**src/rtl/cla_pkg.sv**
```systemverilog
// Shared types and helpers for the block-pipelined carry-lookahead adder.
//   cla_mode_e : operation select (ADD = a+b+carry_in, SUB = a-b)
//   cla_nblk   : number of lookahead blocks (= pipeline stages) for a width/block pair
package cla_pkg;

    typedef enum logic {
        CLA_ADD = 1'b0,
        CLA_SUB = 1'b1
    } cla_mode_e;

    function automatic int cla_nblk(input int width, input int block);
        return width / block;
    endfunction

endpackage

```
**src/rtl/cla_block.sv**
```systemverilog
// Combinational BLOCK-bit carry-lookahead slice.
// Ports:
//   a_i, b_i  : block operands (b_i already inverted by the caller for SUB)
//   cin_i     : carry into bit 0 of the block
//   sum_o     : block sum
//   p_o, g_o  : block propagate / generate
//   cout_o    : carry out of the block MSB
//   c_msb_o   : carry into the block MSB (used for signed overflow on the top block)
module cla_block #(
    parameter int BLOCK = 8
) (
    input  logic [BLOCK-1:0] a_i,
    input  logic [BLOCK-1:0] b_i,
    input  logic             cin_i,
    output logic [BLOCK-1:0] sum_o,
    output logic             p_o,
    output logic             g_o,
    output logic             cout_o,
    output logic             c_msb_o
);

    logic [BLOCK-1:0] p;
    logic [BLOCK-1:0] g;
    logic [BLOCK-1:0] c;
    logic             grp_g;
    logic             grp_p;

    // Each bit carry is formed from the group G/P of all lower bits and cin,
    // so no carry depends on the previous bit's carry signal.
    always_comb begin
        p     = a_i ^ b_i;
        g     = a_i & b_i;
        c     = '0;
        grp_g = 1'b0;
        grp_p = 1'b1;
        for (int i = 0; i < BLOCK; i++) begin
            c[i]  = grp_g | (grp_p & cin_i);
            grp_g = g[i] | (p[i] & grp_g);
            grp_p = grp_p & p[i];
        end
    end

    assign sum_o   = p ^ c;
    assign p_o     = grp_p;
    assign g_o     = grp_g;
    assign cout_o  = grp_g | (grp_p & cin_i);
    assign c_msb_o = c[BLOCK-1];

endmodule

```
**src/rtl/cla_pipe_adder.sv**
```systemverilog
// Block-pipelined carry-lookahead adder/subtractor with valid/ready flow control.
// One lookahead block is resolved per stage; the block carry is registered between
// stages, unused upper operand slices ride along and finished lower sum slices are
// carried forward, giving NBLK cycles of latency at one op per cycle.
//
// Ports:
//   clk, rst             : clock, asynchronous active-high reset
//   in_valid / in_ready  : operand handshake (in_ready = global advance)
//   a, b, carry_in, mode : operands; mode 0 = a+b+carry_in, 1 = a-b
//   out_valid / out_ready: result handshake
//   sum, carry_out       : result and carry from the MSB (SUB: 1 = no borrow)
//   overflow             : signed overflow (carry into MSB ^ carry out of MSB)
//   blk_pg               : per-block {G,P}; block k at [2k+1:2k], G in the upper bit
//
// Build option:
//   CLA_PIPE_SAT_EN : clamp sum to the signed max/min on overflow
//                     (overflow and carry_out still report the raw values)
module cla_pipe_adder
    import cla_pkg::*;
#(
    parameter  int WIDTH = 32,
    parameter  int BLOCK = 8,
    localparam int NBLK  = cla_nblk(WIDTH, BLOCK)
) (
    input  logic              clk,
    input  logic              rst,
    input  logic              in_valid,
    output logic              in_ready,
    input  logic [WIDTH-1:0]  a,
    input  logic [WIDTH-1:0]  b,
    input  logic              carry_in,
    input  logic              mode,
    output logic              out_valid,
    input  logic              out_ready,
    output logic [WIDTH-1:0]  sum,
    output logic              carry_out,
    output logic              overflow,
    output logic [2*NBLK-1:0] blk_pg
);

    if ((WIDTH % BLOCK) != 0 || BLOCK < 2 || BLOCK > 16) begin : g_param_check
        $error("cla_pipe_adder: WIDTH must be a multiple of BLOCK and BLOCK must be 2..16");
    end

    logic             adv;
    logic [WIDTH-1:0] b_eff;
    logic             cin0;
    logic             ovf_d;
    logic             ovf_q;
    logic [WIDTH-1:0] res_w;

    // Every stage moves together; a stalled output freezes the whole pipe.
    assign adv      = ~out_valid | out_ready;
    assign in_ready = adv;

    // Subtraction is a + ~b + 1, so only the inverted b needs to travel with the op.
    assign b_eff = (cla_mode_e'(mode) == CLA_SUB) ? ~b : b;
    assign cin0  = (cla_mode_e'(mode) == CLA_SUB) ? 1'b1 : carry_in;

    for (genvar k = 0; k < NBLK; k++) begin : g_stg
        localparam int REM = WIDTH - k*BLOCK;   // operand bits still unresolved at this stage

        logic [REM-1:0]         op_a;
        logic [REM-1:0]         op_b;
        logic                   blk_cin;
        logic                   v_in;
        logic [BLOCK-1:0]       blk_sum;
        logic                   blk_p;
        logic                   blk_g;
        logic                   blk_cout;
        logic                   blk_cmsb;
        logic [(k+1)*BLOCK-1:0] res_d;
        logic [(k+1)*BLOCK-1:0] res_q;
        logic [2*k+1:0]         pg_d;
        logic [2*k+1:0]         pg_q;
        logic                   valid_q;
        logic                   carry_q;

        cla_block #(.BLOCK(BLOCK)) u_blk (
            .a_i     (op_a[BLOCK-1:0]),
            .b_i     (op_b[BLOCK-1:0]),
            .cin_i   (blk_cin),
            .sum_o   (blk_sum),
            .p_o     (blk_p),
            .g_o     (blk_g),
            .cout_o  (blk_cout),
            .c_msb_o (blk_cmsb)
        );

        if (k == 0) begin : g_src
            assign op_a    = a;
            assign op_b    = b_eff;
            assign blk_cin = cin0;
            assign v_in    = in_valid;
            assign res_d   = blk_sum;
            assign pg_d    = {blk_g, blk_p};
        end else begin : g_src
            assign op_a    = g_stg[k-1].g_fwd.a_up_q;
            assign op_b    = g_stg[k-1].g_fwd.b_up_q;
            assign blk_cin = g_stg[k-1].carry_q;
            assign v_in    = g_stg[k-1].valid_q;
            assign res_d   = {blk_sum, g_stg[k-1].res_q};
            assign pg_d    = {blk_g, blk_p, g_stg[k-1].pg_q};
        end

        // Upper operand slices are only needed while blocks remain above this one.
        if (k < NBLK-1) begin : g_fwd
            logic [REM-BLOCK-1:0] a_up_q;
            logic [REM-BLOCK-1:0] b_up_q;

            always_ff @(posedge clk or posedge rst) begin
                if (rst) begin
                    a_up_q <= '0;
                    b_up_q <= '0;
                end else if (adv) begin
                    a_up_q <= op_a[REM-1:BLOCK];
                    b_up_q <= op_b[REM-1:BLOCK];
                end
            end
        end

        always_ff @(posedge clk or posedge rst) begin
            if (rst) begin
                valid_q <= 1'b0;
                carry_q <= 1'b0;
                res_q   <= '0;
                pg_q    <= '0;
            end else if (adv) begin
                valid_q <= v_in;
                carry_q <= blk_cout;
                res_q   <= res_d;
                pg_q    <= pg_d;
            end
        end
    end

    assign ovf_d = g_stg[NBLK-1].blk_cmsb ^ g_stg[NBLK-1].blk_cout;

    always_ff @(posedge clk or posedge rst) begin
        if (rst) begin
            ovf_q <= 1'b0;
        end else if (adv) begin
            ovf_q <= ovf_d;
        end
    end

    assign out_valid = g_stg[NBLK-1].valid_q;
    assign carry_out = g_stg[NBLK-1].carry_q;
    assign blk_pg    = g_stg[NBLK-1].pg_q;
    assign overflow  = ovf_q;
    assign res_w     = g_stg[NBLK-1].res_q;

`ifdef CLA_PIPE_SAT_EN
    // On signed overflow the operands share a sign, so the true sign of the
    // (WIDTH+1)-bit result equals carry_out: 1 -> negative, 0 -> positive.
    assign sum = ovf_q ? (carry_out ? {1'b1, {(WIDTH-1){1'b0}}} : {1'b0, {(WIDTH-1){1'b1}}})
                       : res_w;
`else
    assign sum = res_w;
`endif

endmodule

```
**config.mk**
```make
export PLATFORM = sky130hd
export DESIGN_NAME = cla_pipe_adder
export DESIGN_NICKNAME = d
export VERILOG_FILES = /design/src/rtl/cla_pkg.sv /design/src/rtl/cla_block.sv /design/src/rtl/cla_pipe_adder.sv
export SDC_FILE = /design/constraint.sdc
export NUM_CORES = 1
export LEC_CHECK = 0
export CAP_MARGIN = 15
export CELL_PAD_IN_SITES_DETAIL_PLACEMENT = 2
export CELL_PAD_IN_SITES_GLOBAL_PLACEMENT = 2
export CORE_ASPECT_RATIO = 1.25
export CORE_MARGIN = 4
export CORE_UTILIZATION = 37
export DETAILED_ROUTE_END_ITERATION = 10
export HOLD_SLACK_MARGIN = 0.06
export PLACE_DENSITY = 0.95
export SYNTH_ARGS = -nofsm -noshare
export SYNTH_HDL_FRONTEND = slang
export SYNTH_SLANG_ARGS = --single-unit
```
**constraint.sdc**
```tcl
create_clock -name clk -period 10.2 [get_ports clk]
set_input_delay 2.04 -clock clk [delete_from_list [all_inputs] [get_ports clk]]
set_output_delay 2.04 -clock clk [all_outputs]
set_load 0.02 [all_outputs]
```
==> metrics.md, run 1 <==
| Metric | Value |
|---|---|
| Die height | 184 um |
| Main combinational cell family by area after synthesis | simple AND/OR/NAND/NOR gates |
| Crit-path max cell delay | 670 ps |
| Relative slew slack | 0.307 |
| Num ports | 114 |
| Synth Register Bits | 205 |
| Least-Margin Pin Slew | 1040 ps |
| CP cell instances | clkdlybuf4s50_1, nor2b_4, buf_4, inv_6, clkdlybuf4s50_1 |
| Delay-heaviest family, CP | buffers and inverters |
| Fin. max-slew vios | 0 |
| H-tree level count | 1 |
| Worst-Skew Late Latency | 510 ps |
| Initial Util | 0.376 |
| Largest fanout on the critical path | 87 |
| Initial antenna violation count | 1 |
| RSZ-0062 raised after global routing | false |
| Syn nets | 1118 |
| HP Class | flip-flop to flip-flop |
| Postcts setup bufs | 0 |
| Global routing's busiest layer | met2 |
| Mapped Cells | 1012 |
| Grt met1 use | 0.276 |
| Drt wl/cell | 20.4 um |
| Status | complete, no violations |
| GR met2 Demand/Resource | 0.391 |
| Post-synth top flop | dfrtp_1 |
| Site row count | 64 |
| Power per cell area | 337 mW/mm^2 |
| Final Cell Area | 0.0114 mm^2 |
| Max Clk Rate | 153 MHz |
| Commonest non-fill, non-tap cell in the layout | nand2_1 |
| Post-Route Skew | 8.78 ps |
| Avg Cell Area, Syn | 9.10 um^2 |
| Worst setup EP type | output port |
| Max capacitance violation total | 0 |
| Number of hold buffers added after cts | 0 |
| Port Buffers | 113 |
| Nets@finish | 1211 |
| Hold WS | 469 ps |
| All-Layer GR Usage | 0.217 |
| Clock Sinks | 205 |
| Post-synth EDFFs | 0 |
| CP required | 8160 ps |
| DIE AREA | 0.0275 mm^2 |
| Post_cts resized | 0 |
| Root Driver | clkbuf_16 |
| Arr. time, crit path | 4470 ps |
| Clock buffer depth | 3 |
| Post-route ant nets | 0 |
| Hpwl dp | 18.2 mm |
| Most frequent CP cell | clkdlybuf4s50_1 |
| TNS Setup | 0 ps |
| Met3 Use GR | 0.0256 |
| CTS tree | done |
| Post-synthesis xor/xnor area fraction | 0.0466 |
| Clk slew on worst S/H paths | 60 ps |
| Vias in the first global route | 8623 |
| Leak | 5.45 nW |
| Final period utilization | 0.639 |
| Drt first pass iters | 4 |
| Mux cell area share after synthesis | 0.00244 |
| P&R area growth vs syn | 23.6% |
| Routability congestion estimate | 0.807 |
| Placed cell areas | 0.0106 mm^2 |
| Minimum clock period | 6510 ps |
| WL final | 29.6 mm |
| Fraction of the mapped netlist area in adder cells | 0.0522 |
| Critical path launch point type | input port |
| Drt first-iter violations | 453 |
| Crit Path Class | input port to output port |
| Vias after detailed routing | 7479 |
| Residual DRC | 0 |
| Most frequent cells in the layout | nand2_1, dfrtp_1, clkdlybuf4s50_1, o21ai_0, xnor2_1 |
| Overall Power | 3.84 mW |
| Via density | 5.16 |
| First-pass GRT wire length | 48.3 mm |
| Synth cell types | 54 |
| Cell area after synthesis | 0.00921 mm^2 |
| Yosys Warn Count | 0 |
| Post-synth ARST share | 1.00 |
| Synth Area in Compound Gates | 0.0816 |
| Remaining global-route overflow | 0 |
| CP max stage cell | clkdlybuf4s50_1 |
| Chip width | 149 um |
| Post-synthesis sequential area ratio | 0.557 |
| Fill cell count | 2638 |
| # setup viols final | 0 |
| Fin. Hold Viols | 0 |
| CORE AREA | 0.0245 mm^2 |
| Layout Utilization | 0.465 |
| Cts bufs inserted | 22 |
| WP buf/inv | 4 |
| Simple-Gate Fraction of Synth Area | 0.233 |
| VDD IR max | 146 uV |
| Layout cells sized above 1 | 0.0500 |
| Largest net degree at the start of global routing | 138 |
-- state kept, by name (all words and copies together) (netlist names) --
| signal | count |
|---|---|
| carry_out | 1 |
| overflow | 1 |
| g_stg.g_fwd.a_up_q | 48 |
| g_stg.g_fwd.b_up_q | 48 |
| g_stg.valid_q | 3 |
| out_valid | 1 |
| sum | 32 |
| g_stg.pg_q | 12 |
| g_stg.res_q | 48 |
| g_stg.carry_q | 3 |
| blk_pg | 8 |
-- power by group --
group          switching, mW  total, mW  internal (mW)
sequential             0.249       1.41           1.16
combinational          0.959       1.54          0.585
clock                  0.343      0.879          0.536
-- logic make-up after synthesis --
kind of cell,count (synthesis)
AO/OA/AOI/OAI,118
XOR/XNOR,49
adder cells (fa/ha/maj),36
buffers and inverters,60
flip-flops,205
multiplexers,2
AND/OR/NAND/NOR,542
-- worst min-delay path, cell delays in order, from the launching register on --
cell and delay (ps):
dfrtp_1 340, nand2_1 50, nand2_1 50
-- per-layer routing --
layer	part of all wire	up-vias
met4	0.024	0
met3	0.035	55
met1	0.43	3801
met5	0	-
met2	0.51	165
li1	-	3458
-- through the flow --
stage                     worst slack (ps)  instances
after floorplan                       2560       1012
after global placement                3760       1411
after detailed placement              3750       1411
after CTS                             3740       1449
after global routing                  3560       1450
final                                 3690       1450
-- cell usage after synthesis, types with 6 or more instances --
cell      count  share of area
o21ai_0      40          0.022
nor3_1       14         0.0076
o31ai_1      11         0.0090
xor2_1       13          0.012
buf_2        24          0.013
nor2_1       23         0.0094
nand4_1       8         0.0054
clkbuf_1     20         0.0081
nand2_1     473           0.19
inv_1        10         0.0041
dfrtp_1     205           0.56
ha_1         32          0.043
buf_1         6         0.0024
a21oi_1      26          0.014
xnor2_1      36          0.034
-- path summary, 6_finish.rpt --
| check | start | to | slack (ps) | cells past startpoint |
|---|---|---|---|---|
| worst max register to register | out_valid | g_stg[2].res_q[23] | 6800 | 7 |
| min in group asynchronous | rst | sum[10] | 2140 | 2 |
| worst max-delay path | out_ready | in_ready | 3690 | 5 |
| worst min register to register | g_stg[0].g_fwd.a_up_q[23] | g_stg[0].g_fwd.a_up_q[23] | 470 | 2 |
| max in group asynchronous | rst | g_stg[1].res_q[15] | 6500 | 3 |
| worst min-delay path | g_stg[0].g_fwd.a_up_q[23] | g_stg[0].g_fwd.a_up_q[23] | 470 | 2 |
-- cell type report --
class,instances,area [um^2],share of cell area
Sequential cell,205,5130,0.450
Multi-Input combinational cell,747,3830,0.337
Timing Repair Buffer,119,1170,0.103
Clock buffer,31,676,0.0593
Tap cell,330,413,0.0363
Clock inverter,7,114,0.0100
Inverter,10,50.0,0.00439
Antenna cell,1,2.50,0.000220
No activity file was read; power rests on OpenSTA's default activity.
==> run 2, diff against run 1 <==
--- a/config.mk
+++ b/config.mk
@@ -10,10 +10,10 @@
 export CELL_PAD_IN_SITES_GLOBAL_PLACEMENT = 2
 export CORE_ASPECT_RATIO = 1.25
 export CORE_MARGIN = 4
-export CORE_UTILIZATION = 37
+export CORE_UTILIZATION = 34
 export DETAILED_ROUTE_END_ITERATION = 10
 export HOLD_SLACK_MARGIN = 0.06
-export PLACE_DENSITY = 0.95
+export PLACE_DENSITY = 0.89
 export SYNTH_ARGS = -nofsm -noshare
 export SYNTH_HDL_FRONTEND = slang
 export SYNTH_SLANG_ARGS = --single-unit
==> constraint.sdc (replaced) <==
create_clock -name clk -period 6.1 [get_ports clk]
set_input_delay 1.22 -clock clk [delete_from_list [all_inputs] [get_ports clk]]
set_output_delay 1.22 -clock clk [all_outputs]
set_load 0.02 [all_outputs]
==> run 2 against run 1 <==
Critical path depth down 1; register-to-register slack worse by 3200 ps; first-iteration DRC count down 33%; global-route usage down 4.4 points; combinational power up 59%; total power up 60%; hold slack worse by 3.7 ps; count of clock-buffer cells in the layout unchanged; die area up 8.4%; cell count up 0.83%; highest routed layer unchanged.
==> metrics.md, run 2 (synthesized netlist as in run 1, its figures left out) <==
| Metric | Value |
|---|---|
| TNS Setup | 0 ps (unchanged) |
| Post-Route Skew | 11.7 ps (was 8.78 ps) |
| Leak | 5.41 nW (was 5.45 nW) |
| Layout Utilization | 0.425 (was 0.465) |
| Fin. Hold Viols | 0 (unchanged) |
| Finished Layout Cells | 1462 (was 1450) |
| Number of antenna diodes | 0 (was 1) |
| HP Class | flip-flop to flip-flop (unchanged) |
| Hpwl dp | 16.8 mm (was 18.2 mm) |
| All-Layer GR Usage | 0.172 (was 0.217) |
| Drt wl/cell | 17.3 um (was 20.4 um) |
| Clk slew on worst S/H paths | 60 ps (about the same) |
| VDD IR max | 184 uV (was 146 uV) |
| Number of hold buffers added after cts | 0 (unchanged) |
| Die height | 192 um (was 184 um) |
| Largest fanout on the critical path | 71 (was 87) |
| Vias in the first global route | 7943 (was 8623) |
| Max Clk Rate | 240 MHz |
| Nets@finish | 1211 (unchanged) |
| Postcts setup bufs | 0 (unchanged) |
| Status | complete, no violations (unchanged) |
| Post_cts resized | 0 (unchanged) |
| Cts bufs inserted | 22 (unchanged) |
| Fin. max-slew vios | 0 (unchanged) |
| P&R area growth vs syn | 23.3% (was 23.6%) |
| Clock Sinks | 205 (unchanged) |
| Via density | 4.90 (was 5.16) |
| Least-Margin Pin Slew | 1150 ps (was 1040 ps) |
| Pre-CTS setup slack | 1920 ps (was 3750 ps) |
| Routability congestion estimate | 0.772 (was 0.807) |
| Drt first pass iters | 4 (unchanged) |
| # setup viols final | 0 (unchanged) |
| Power per cell area | 539 mW/mm^2 (was 337 mW/mm^2) |
| Most frequent cells in the layout | nand2_1, dfrtp_1, clkdlybuf4s50_1, o21ai_0, xnor2_1 (unchanged) |
| Final Cell Area | 0.0114 mm^2 (about the same) |
| Worst-Skew Late Latency | 510 ps (about the same) |
| Final period utilization | 0.682 |
| Drt first-iter violations | 302 (was 453) |
| Largest net degree at the start of global routing | 113 (was 138) |
| H-tree level count | 1 (unchanged) |
| Largest regs | g_stg.g_fwd.a_up_q: 48 flops, g_stg.g_fwd.b_up_q: 48 flops, g_stg.res_q: 48 flops (unchanged) |
| Critical path launch point type | input port (unchanged) |
| Post-route ant nets | 0 (unchanged) |
| Placed cell areas | 0.0106 mm^2 (about the same) |
| RSZ-0062 raised after global routing | false (unchanged) |
| Relative slew slack | 0.232 (was 0.307) |
| Root Driver | clkbuf_16 (unchanged) |
| Commonest non-fill, non-tap cell in the layout | nand2_1 (unchanged) |
| Initial Util | 0.344 (was 0.376) |
| CP required | 4880 ps (was 8160 ps) |
| DIE AREA | 0.0298 mm^2 (was 0.0275 mm^2) |
| CTS tree | done (unchanged) |
| Vias after detailed routing | 7171 (was 7479) |
| Chip width | 155 um (was 149 um) |
| Crit Path Class | input port to output port (unchanged) |
| Num ports | 114 (unchanged) |
| Clock buffer depth | 3 (unchanged) |
| Port Buffers | 113 (unchanged) |
| Minimum clock period | 4160 ps |
| Worst setup EP type | output port (unchanged) |
| Residual DRC | 0 (unchanged) |
| Placed Instances | 1426 (was 1411) |
| Max capacitance violation total | 0 (unchanged) |
| CORE AREA | 0.0267 mm^2 (was 0.0245 mm^2) |
| Setup WS post-layout | 1940 ps (was 3690 ps) |
| Site row count | 67 (was 64) |
| Initial antenna violation count | 0 (was 1) |
| Arr. time, crit path | 2940 ps (was 4470 ps) |
| WL final | 25.2 mm (was 29.6 mm) |
| Layout cells sized above 1 | 0.0466 (was 0.0500) |
| Remaining global-route overflow | 0 (unchanged) |
| First-pass GRT wire length | 42.5 mm (was 48.3 mm) |
-- run 2: report_power, final --
| part | leakage [nW] | switching (mW) | internal, mW |
|---|---|---|---|
| sequential | 2.49 | 0.368 | 1.95 |
| clock | 0.359 | 0.535 | 0.827 |
| combinational | 2.56 | 1.47 | 0.977 |
| total | 5.41 | 2.38 | 3.75 |
-- run 2: worst paths after layout --
check	depth (start not counted)	slack, ps	start	end
worst max-delay path	4	1940	out_ready	in_ready
worst min-delay path	2	470	sum[2]	sum[2]
worst max register to register	6	3580	out_valid	g_stg[2].res_q[23]
worst min register to register	2	470	sum[2]	sum[2]
max in group asynchronous	3	3560	rst	g_stg[1].g_fwd.a_up_q[10]
min in group asynchronous	2	1190	rst	sum[4]
-- run 2: critical path, stage by stage --
cell and delay, ps:
clkdlybuf4s50_1 510, nor2b_4 70, inv_6 340, clkdlybuf4s50_1 720
-- run 2: cell type report --
type | count | area [um^2]
repair buffers | 119 | 1180
flip-flops and latches | 205 | 5130
clock buffers | 31 | 656
inverters | 10 | 46.3
multi-input cells | 747 | 3830
well taps | 345 | 432
fillers | 2915 | 15400
clock inverters | 5 | 77.6
-- run 2: metrics by stage --
| step | power, mW | hold slack, ps |
|---|---|---|
| floorplan | 3.87 | 430 |
| global placement | 4.58 | 446 |
| detailed placement | 4.77 | 456 |
| CTS | 6.24 | 469 |
| global route | 6.64 | 494 |
| finish | 6.13 | 466 |
-- run 2: layer usage --
layer,track usage,part of all wire,up-vias
met5,0,0,-
met4,0.0465,0.021,0
met3,0.0187,0.030,40
met2,0.306,0.51,108
met1,0.224,0.44,3574
li1,-,-,3449
==> run 3, diff against run 2 <==
--- a/config.mk
+++ b/config.mk
@@ -10,10 +10,10 @@
 export CELL_PAD_IN_SITES_GLOBAL_PLACEMENT = 2
 export CORE_ASPECT_RATIO = 1.25
 export CORE_MARGIN = 4
-export CORE_UTILIZATION = 34
+export CORE_UTILIZATION = 31
 export DETAILED_ROUTE_END_ITERATION = 10
 export HOLD_SLACK_MARGIN = 0.06
-export PLACE_DENSITY = 0.89
+export PLACE_DENSITY = 0.86
 export SYNTH_ARGS = -nofsm -noshare
 export SYNTH_HDL_FRONTEND = slang
 export SYNTH_SLANG_ARGS = --single-unit
==> constraint.sdc (replaced) <==
create_clock -name clk -period 3.7 [get_ports clk]
set_input_delay 0.74 -clock clk [delete_from_list [all_inputs] [get_ports clk]]
set_output_delay 0.74 -clock clk [all_outputs]
set_load 0.02 [all_outputs]
==> run 3 against run 2 <==
Sequential share of layout area decreased by 0.15 points; cell count rose by 3.6%; routed wire length shrank 1.8%; combinational power is 63% higher; register-to-register slack got worse by 2100 ps; worst setup slack lost 1000 ps.
==> metrics.md, run 3 (synthesized netlist as in run 1, its figures left out) <==
| Metric | Value |
|---|---|
| Number of antenna diodes | 0 (unchanged) |
| Power share of the sequential group | 0.387 (was 0.378) |
| Int Pwr | 5.98 mW (was 3.75 mW) |
| Hold WS | 467 ps (was 466 ps) |
| Crit Path Class | input port to output port (unchanged) |
| Placed cell areas | 0.0107 mm^2 (was 0.0106 mm^2) |
| DIE AREA | 0.0326 mm^2 (was 0.0298 mm^2) |
| Fin. max-slew vios | 0 (unchanged) |
| WL final | 24.8 mm (was 25.2 mm) |
| Overall Power | 9.81 mW (was 6.13 mW) |
| Root Driver | clkbuf_16 (unchanged) |
| Net Switching | 3.84 mW (was 2.38 mW) |
| Port Buffers | 113 (unchanged) |
| Arr. time, crit path | 2020 ps (was 2940 ps) |
| Cts bufs inserted | 21 (was 22) |
| Critical path launch point type | input port (unchanged) |
| TNS Setup | 0 ps (unchanged) |
| Max Clk Rate | 362 MHz |
| CP cell instances | clkdlybuf4s50_1, nor2b_4, inv_6, clkdlybuf4s50_1 (unchanged) |
| Initial Util | 0.315 (was 0.344) |
| VDD IR max | 348 uV (was 184 uV) |
| Site row count | 70 (was 67) |
| Switch share | 0.391 (was 0.388) |
| Final Cell Area | 0.0114 mm^2 (about the same) |
| CORE AREA | 0.0293 mm^2 (was 0.0267 mm^2) |
| Area occupied by multi-input gates | 0.00383 mm^2 (unchanged) |
| Routability congestion estimate | 0.797 (was 0.772) |
| CP required | 2960 ps (was 4880 ps) |
| Clock Sinks | 205 (unchanged) |
| Power per cell area | 861 mW/mm^2 (was 539 mW/mm^2) |
| Final period utilization | 0.746 |
| Worst-Skew Late Latency | 490 ps (was 510 ps) |
| Most frequent cells in the layout | nand2_1, dfrtp_1, clkdlybuf4s50_1, o21ai_0, xnor2_1 (unchanged) |
| Postcts setup bufs | 0 (unchanged) |
| Initial antenna violation count | 0 (unchanged) |
| All-Layer GR Usage | 0.154 (was 0.172) |
| First-pass GRT wire length | 42.2 mm (was 42.5 mm) |
| Layout cells sized above 1 | 0.0465 (was 0.0466) |
| CP max stage cell | clkdlybuf4s50_1 (unchanged) |
| RSZ-0062 raised after global routing | false (unchanged) |
| # setup viols final | 0 (unchanged) |
| Vias after detailed routing | 7171 (unchanged) |
| Post-route ant nets | 0 (unchanged) |
| Least-Margin Pin Slew | 977 ps (was 1150 ps) |
| Via density | 4.73 (was 4.90) |
| Drt wl/cell | 16.4 um (was 17.3 um) |
| Post-Route Skew | 8.40 ps (was 11.7 ps) |
| Residual DRC | 0 (unchanged) |
| Status | complete, no violations (unchanged) |
| Chip width | 162 um (was 155 um) |
| Hpwl dp | 17.0 mm (was 16.8 mm) |
| CTS tree | done (unchanged) |
| Gate power share | 0.407 (was 0.400) |
| Worst setup EP type | output port (unchanged) |
| Fin. Hold Viols | 0 (unchanged) |
| Drt first-iter violations | 270 (was 302) |
| Drt first pass iters | 4 (unchanged) |
| Clk slew on worst S/H paths | 60 ps (about the same) |
| Commonest non-fill, non-tap cell in the layout | nand2_1 (unchanged) |
| Vias in the first global route | 8116 (was 7943) |
| H-tree level count | 1 (unchanged) |
| Clk network pwr share | 0.205 (was 0.222) |
| Number of hold buffers added after cts | 0 (unchanged) |
| Seq. cell area | 0.00513 mm^2 (unchanged) |
| Largest regs | g_stg.g_fwd.a_up_q: 48 flops, g_stg.g_fwd.b_up_q: 48 flops, g_stg.res_q: 48 flops (unchanged) |
| Num ports | 114 (unchanged) |
| Most frequent CP cell | clkdlybuf4s50_1 (unchanged) |
| Crit-path max cell delay | 610 ps (was 720 ps) |
| Nets@finish | 1211 (unchanged) |
| Largest net degree at the start of global routing | 235 (was 113) |
| Fill cell count | 3246 (was 2915) |
| Layout Utilization | 0.390 (was 0.425) |
| Minimum clock period | 2760 ps |
| HP Class | flip-flop to flip-flop (unchanged) |
| Largest fanout on the critical path | 3 (was 71) |
| Die height | 201 um (was 192 um) |
| Remaining global-route overflow | 0 (unchanged) |
| Post_cts resized | 0 (unchanged) |
| Leak | 5.40 nW (was 5.41 nW) |
| Clock buffer depth | 3 (unchanged) |
| Relative slew slack | 0.349 (was 0.232) |
| Max capacitance violation total | 0 (unchanged) |
| P&R area growth vs syn | 23.7% (was 23.3%) |
## run 3: cell types whose count changed in the layout (fill, tap and decap cells not counted)
cell       change
buf_12         +4
buf_4          -3
bufinv_16      -2
clkbuf_1       +2
clkbuf_16      -2
clkinv_2       +2
clkinv_4       +1
## run 3: power by group through the flow
stage / Sequential [mW] / Clock (mW) / Combinational, mW
3_5_place_dp: 3.84 / 0 / 4.01
5_1_grt: 3.94 / 2.18 / 4.52
6_report: 3.80 / 2.02 / 4.00
3_3_place_gp: 3.77 / 0 / 3.80
2_1_floorplan: 3.91 / 0 / 2.47
4_1_cts: 3.83 / 2.09 / 4.09
## run 3: layout make-up
type	count	area share
repair buffers	120	0.109
clock inverters	6	0.00318
well taps	396	0.0435
flip-flops and latches	205	0.450
clock buffers	31	0.0538
inverters	10	0.00406
multi-input cells	747	0.336
## run 3: critical path: cells and delay by family
family | cells | cell delay, ps
simple gates | 1 | 70
buf+inv | 3 | 1200
## run 3: per-stage QoR
step,instances,setup WS (ps)
after detailed placement,1478,786
after global routing,1515,907
after CTS,1515,917
after floorplan,1012,302
final,1515,938
after global placement,1478,888
## run 3: worst paths after layout
path	startpoint	end	slack, ps	cells past startpoint
worst max register to register	g_stg[0].g_fwd.a_up_q[1]	g_stg[1].res_q[15]	1520	6
worst min register to register	g_stg[1].res_q[3]	g_stg[1].res_q[3]	470	2
min in group asynchronous	rst	sum[1]	640	2
worst max-delay path	out_ready	in_ready	940	4
worst min-delay path	g_stg[1].res_q[3]	g_stg[1].res_q[3]	470	2
max in group asynchronous	rst	g_stg[1].g_fwd.a_up_q[0]	2280	3
## run 3: routing by layer
| layer | routed length [um] | part of all wire | track usage | vias up |
|---|---|---|---|---|
| met5 | 0 | 0 | 0 | - |
| met4 | 393 | 0.016 | 0.0345 | 0 |
| met3 | 704 | 0.028 | 0.0193 | 25 |
| met2 | 12500 | 0.50 | 0.267 | 95 |
| met1 | 11200 | 0.45 | 0.206 | 3598 |
| li1 | - | - | - | 3453 |
